[config.mk]
export PLATFORM = sky130hd
export DESIGN_NAME = rst_sequencer
export DESIGN_NICKNAME = d
export VERILOG_FILES = /design/src/rtl/sonata_pkg.sv /design/src/rtl/rst_btn_debounce.sv /design/src/rtl/rst_sequencer.sv
export SDC_FILE = /design/constraint.sdc
export NUM_CORES = 1
export LEC_CHECK = 0
export ABC_AREA = 1
export BUFFER_PORTS_ARGS = -buffer_cell sky130_fd_sc_hd__buf_4
export CORE_AREA = 2 2 58 82
export DETAILED_ROUTE_END_ITERATION = 10
export DIE_AREA = 0 0 60 84
export GPL_ROUTABILITY_DRIVEN = 0
export HOLD_SLACK_MARGIN = 0.05
export PLACE_DENSITY = 0.78
export SLEW_MARGIN = 20
export SYNTH_ARGS = -nofsm -noshare
export SYNTH_HDL_FRONTEND = slang
export SYNTH_SLANG_ARGS = --single-unit
[constraint.sdc]
create_clock -name clk_i -period 3 [get_ports clk_i]
set_clock_uncertainty 0.2 [all_clocks]
set_input_delay 0.3 -clock clk_i [delete_from_list [all_inputs] [get_ports clk_i]]
set_output_delay 0.3 -clock clk_i [all_outputs]
set_load 0.03 [all_outputs]
[src/rtl/sonata_pkg.sv]
// rtl/sonata_pkg.sv - shared state codes and cause-bit layout for the reset sequencer
package sonata_pkg;

    localparam int StateW = 3;

    localparam logic [StateW-1:0] ST_ASSERT    = 3'd0;
    localparam logic [StateW-1:0] ST_WAIT_LOCK = 3'd1;
    localparam logic [StateW-1:0] ST_HOLD      = 3'd2;
    localparam logic [StateW-1:0] ST_RELEASE   = 3'd3;
    localparam logic [StateW-1:0] ST_RUN       = 3'd4;

    localparam int CausePor     = 0;
    localparam int CauseBtn     = 1;
    localparam int CauseSw      = 2;
    localparam int CausePllLoss = 3;

    // A fresh trigger never carries the power-on bit; that one only comes from rst_i.
    function automatic logic [3:0] cause_vec(input logic pll_loss, input logic sw, input logic btn);
        logic [3:0] c;
        c               = 4'b0000;
        c[CausePllLoss] = pll_loss;
        c[CauseSw]      = sw;
        c[CauseBtn]     = btn;
        c[CausePor]     = 1'b0;
        return c;
    endfunction

endpackage

[src/rtl/rst_btn_debounce.sv]
// rtl/rst_btn_debounce.sv - two-flop synchroniser and saturating debounce for the reset button
module rst_btn_debounce #(
    parameter int DebounceCycles = 16
) (
    input  logic clk,
    input  logic rst,
    input  logic btn_raw,
    output logic btn_db
);

    localparam int CntW = $clog2(DebounceCycles + 1);
    localparam logic [CntW-1:0] CntMax = CntW'(DebounceCycles);

    logic            btn_meta;
    logic            btn_s;
    logic [CntW-1:0] cnt;

    always_ff @(posedge clk) begin
        if (rst) begin
            btn_meta <= 1'b0;
            btn_s    <= 1'b0;
            cnt      <= '0;
            btn_db   <= 1'b0;
        end else begin
            btn_meta <= btn_raw;
            btn_s    <= btn_meta;
            if (!btn_s) begin
                cnt    <= '0;
                btn_db <= 1'b0;
            end else begin
                if (cnt != CntMax) begin
                    cnt <= cnt + 1'b1;
                end
                // This sample is the DebounceCycles-th consecutive high one.
                btn_db <= (cnt >= CntMax - 1'b1);
            end
        end
    end

endmodule

[src/rtl/rst_sequencer.sv]
// rtl/rst_sequencer.sv - staged multi-domain reset release with cause capture
module rst_sequencer
    import sonata_pkg::*;
#(
    parameter int NumDomains     = 3,
    parameter int DebounceCycles = 16,
    parameter int HoldCycles     = 255,
    parameter int StaggerCycles  = 16
) (
    input  logic                  clk_i,
    input  logic                  rst_i,
    input  logic                  pll_locked_i,
    input  logic                  rst_btn_i,
    input  logic                  sw_rst_req_i,
    output logic [NumDomains-1:0] rst_no,
    output logic [3:0]            rst_cause_o,
    output logic                  busy_o
);

    localparam int HoldW = $clog2(HoldCycles + 1);
    localparam int StagW = $clog2(StaggerCycles + 1);
    localparam int IdxW  = (NumDomains > 1) ? $clog2(NumDomains) : 1;

    localparam logic [HoldW-1:0] HoldLast = HoldW'(HoldCycles - 1);
    localparam logic [StagW-1:0] StagLast = StagW'(StaggerCycles - 1);
    localparam logic [IdxW-1:0]  IdxLast  = IdxW'(NumDomains - 1);

    logic              pll_meta;
    logic              lock_s;
    logic              btn_db;
    logic [StateW-1:0] state;
    logic [HoldW-1:0]  hold_cnt;
    logic [StagW-1:0]  stag_cnt;
    logic [IdxW-1:0]   dom_idx;
    logic              any_trig;
    logic [3:0]        trig_cause;

    rst_btn_debounce #(
        .DebounceCycles(DebounceCycles)
    ) u_btn_debounce (
        .clk    (clk_i),
        .rst    (rst_i),
        .btn_raw(rst_btn_i),
        .btn_db (btn_db)
    );

    // Trigger set seen once at least one lock has been obtained (HOLD/RELEASE/RUN).
    assign any_trig   = btn_db | sw_rst_req_i | ~lock_s;
    assign trig_cause = cause_vec(~lock_s, sw_rst_req_i, btn_db);

    always_ff @(posedge clk_i) begin
        if (rst_i) begin
            pll_meta    <= 1'b0;
            lock_s      <= 1'b0;
            state       <= ST_ASSERT;
            rst_no      <= '0;
            rst_cause_o <= 4'b0001;
            busy_o      <= 1'b1;
            hold_cnt    <= '0;
            stag_cnt    <= '0;
            dom_idx     <= '0;
        end else begin
            pll_meta <= pll_locked_i;
            lock_s   <= pll_meta;
            case (state)
                ST_ASSERT: begin
                    if (!btn_db) begin
                        state <= ST_WAIT_LOCK;
                    end
                end
                ST_WAIT_LOCK: begin
                    if (btn_db) begin
                        state       <= ST_ASSERT;
                        rst_cause_o <= cause_vec(1'b0, 1'b0, 1'b1);
                    end else if (lock_s) begin
                        state    <= ST_HOLD;
                        hold_cnt <= '0;
                    end
                end
                ST_HOLD: begin
                    if (btn_db || sw_rst_req_i) begin
                        state       <= ST_ASSERT;
                        rst_cause_o <= trig_cause;
                    end else if (!lock_s) begin
                        // Nothing released yet, so just go back to waiting for lock.
                        state       <= ST_WAIT_LOCK;
                        hold_cnt    <= '0;
                        rst_cause_o <= trig_cause;
                    end else if (hold_cnt == HoldLast) begin
                        rst_no   <= NumDomains'(1);
                        stag_cnt <= '0;
                        dom_idx  <= IdxW'(1);
                        if (NumDomains == 1) begin
                            state  <= ST_RUN;
                            busy_o <= 1'b0;
                        end else begin
                            state <= ST_RELEASE;
                        end
                    end else begin
                        hold_cnt <= hold_cnt + 1'b1;
                    end
                end
                ST_RELEASE: begin
                    if (any_trig) begin
                        state       <= ST_ASSERT;
                        rst_no      <= '0;
                        rst_cause_o <= trig_cause;
                    end else if (stag_cnt == StagLast) begin
                        rst_no   <= rst_no | (NumDomains'(1) << dom_idx);
                        stag_cnt <= '0;
                        if (dom_idx == IdxLast) begin
                            state  <= ST_RUN;
                            busy_o <= 1'b0;
                        end else begin
                            dom_idx <= dom_idx + 1'b1;
                        end
                    end else begin
                        stag_cnt <= stag_cnt + 1'b1;
                    end
                end
                ST_RUN: begin
                    if (any_trig) begin
                        state       <= ST_ASSERT;
                        rst_no      <= '0;
                        busy_o      <= 1'b1;
                        rst_cause_o <= trig_cause;
                    end
                end
                default: begin
                    state  <= ST_ASSERT;
                    rst_no <= '0;
                    busy_o <= 1'b1;
                end
            endcase
        end
    end

endmodule

==> out/qor.csv <==
metric,value,unit
cp-start-kind,register,
drtIter0Drc,64,
h-tree-depth,2,
maxCapViolCount,0,
setup_tns,0,ps
clockBufferDepth,2,
worst_r2r_startpoint,state[1]$_SDFFE_PP0P_,
path_class,reg -> reg,
synthDominantCellAreaShare,0.3464,
synth_seq_cells,36,
status,"finished, final reports clean",
synthDistinctLibCells,31,
cp.arrival,1870,ps
synth-edff-count,0,
synthTopCellsByCount,"75 x nand2_1, 43 x nor2_1, 36 x dfxtp_1, 36 x inv_1, 26 x nand3_1",
cts_setup_buffers,0,
viasPerCell,5.109,
synth.most_common_cell,nand2_1,
initial_utilization,0.4739,
num_vias,1977,
power.leakage,0.9761,nW
endpoint_kind,register,
ys.flop_type,dfxtp_1,
multi_input_area,0.001190,sq mm
clk_latency,300,ps
routed_wl,4.276,mm
finalMaxSlewViolations,0,
min_delay_worst_endpoint,rst_cause_o[2]$_SDFFE_PP0P_,
die_area,0.005040,sq mm
grt.overflow.total,0,
crit_required,2990,ps
r2r_setup_slack,1120,ps
clock-sinks,36,
drc,0,
hold_depth,3,
syn_to_final_growth,13.23,%
io_buffers,12,
power_density,740.3,mW/mm^2
ant_nets,0,
final_util,0.5366,
r2r_end,rst_cause_o[1]$_SDFFE_PP0P_,
rsz0062_at_grt,false,
grt_pass1_vias,1924,
cts.reportedPaths.clkPinSlew,70,ps
cts-root-buf,clkbuf_8,
syn_nets,321,
fin_crit_sh,0.6253,
power,1.744,mW
antenna_found_initial,0,
critPathMaxFanout,7,
yosys_warnings,0,
finalNetCount,338,
hold_ws,98.56,ps
relSlewSlack,0.7683,
cts_resized,0,
track_usage,0.1927,
die_h,84,microns
regArea,720.7,sq um
worst_pin_slew,347.1,ps
cts_made_buffers,5,
cts_tree,done,
ys_top_cells_by_area,"dfxtp_1 35%, nand2_1 14%, nor2_1 7.8%",
pin_count,13,
post_drt_wl_per_cell,11.05,microns
max_freq,533.1,MHz
fillerInstances,450,
hpwl,3.209,mm
syn-cell-area,0.002081,sq mm
hold_viol_final,0,
grt_pass1_wl,7.707,mm
dr.pass1.iters,4,
syn_inst,307,
diodes,0,
reg2reg_depth,7,
coreArea,0.004390,sq mm
setup_viol,0,
min_path_type,in -> reg,
rows,29,
fin_crit,1876,ps
async_reset_ff_frac,0,
vdd_drop_max,0.0003891,V
die_w,60,microns
cts-hold-fix-buffers,2,
ys_seq_area_frac,0.3464,
drive_above_1_share,0.1477,
grt_max_degree,24,
yosysTopAreaCell,dfxtp_1,
holdCritStartpoint,sw_rst_req_i,
avgSynthCellArea,6.778,sq um
## flip-flops by register name, indices dropped and copies added (netlist names)
register	flops
u_btn_debounce.btn_db	1
hold_cnt	8
rst_cause_o	4
lock_s	1
rst_no	3
u_btn_debounce.btn_meta	1
u_btn_debounce.btn_s	1
u_btn_debounce.cnt	5
stag_cnt	5
state	3
pll_meta	1
busy_o	1
dom_idx	2
## layout make-up
class / count / area share
multi-input cells: 228 / 0.5050
inverters: 39 / 0.06213
repair buffers: 14 / 0.04673
flip-flops and latches: 36 / 0.3059
clock buffers: 5 / 0.02921
well taps: 62 / 0.03293
clock inverters: 3 / 0.01806
## report_power, final
group          switching (mW)  internal, mW
Clock                   0.184         0.246
Sequential             0.0682         0.537
Combinational           0.481         0.229
Total                   0.733          1.01
## worst max path at each step
stage                              from                          end  slack, ps  cells past startpoint
6_report          state[1]$_SDFFE_PP0P_  rst_cause_o[1]$_SDFFE_PP0P_       1120                      7
5_1_grt        stag_cnt[0]$_SDFFE_PP0P_          busy_o$_SDFFE_PP1P_        910                      8
4_1_cts           state[1]$_SDFFE_PP0P_  rst_cause_o[1]$_SDFFE_PP0P_       1160                      7
3_5_place_dp      state[1]$_SDFFE_PP0P_  rst_cause_o[1]$_SDFFE_PP0P_       1170                      7
3_3_place_gp      state[1]$_SDFFE_PP0P_  rst_cause_o[1]$_SDFFE_PP0P_       1200                      7
2_1_floorplan  hold_cnt[0]$_SDFFE_PP0P_     stag_cnt[0]$_SDFFE_PP0P_       1390                      9
## cells by family after synthesis
logic type / count (synthesis) / synth area share
AOI/OAI and AO/OA: 34 / 0.09201
adders and majority gates: 9 / 0.05412
DFF: 36 / 0.3464
buffers and inverters: 43 / 0.08178
xor gates and xnor gates: 2 / 0.008420
and+or+nand+nor: 183 / 0.4173
## worst max-delay path, stage by stage, from the launching register on
cell,delay (ps)
dfxtp_1,530
inv_1,170
nand3_1,220
nor2_2,100
nor2_1,200
nand3_2,140
o21ai_0,170
nor2_1,50
## layer usage
| layer | global-route usage | wire length (microns) |
|---|---|---|
| met2 | 0.3241 | 2236 |
| met5 | 0 | 0 |
| met4 | 0.1030 | 104 |
| met1 | 0.2155 | 1787 |
| met3 | 0.04341 | 147 |
## per-stage QoR
step	std cells	instance area, sq um	setup slack, ps
2_1_floorplan	307	2081	1392
3_3_place_gp	377	2225	1199
3_5_place_dp	377	2225	1172
4_1_cts	387	2356	1157
5_1_grt	387	2356	914.8
6_report	387	2356	1124
## cells in the final DEF, fill, tap and decap left out, types with 2 or more instances in the layout
cell type,Yosys,final
a31oi_1,2,2
inv_1,36,36
inv_2,2,2
o21ai_0,6,6
o21bai_1,2,2
nand3_1,26,26
nand3_2,3,3
nor2_2,9,9
ha_1,9,9
buf_4,0,12
clkbuf_8,0,5
nand2_2,5,5
nand2_1,75,75
xor2_1,2,2
nor2_4,4,4
o21ai_1,2,2
dlygate4sd3_1,0,2
a21oi_1,20,20
nand4_1,7,7
nor3_1,5,5
nor2_1,43,43
dfxtp_1,36,36
Power figures use the tool's default switching activity.
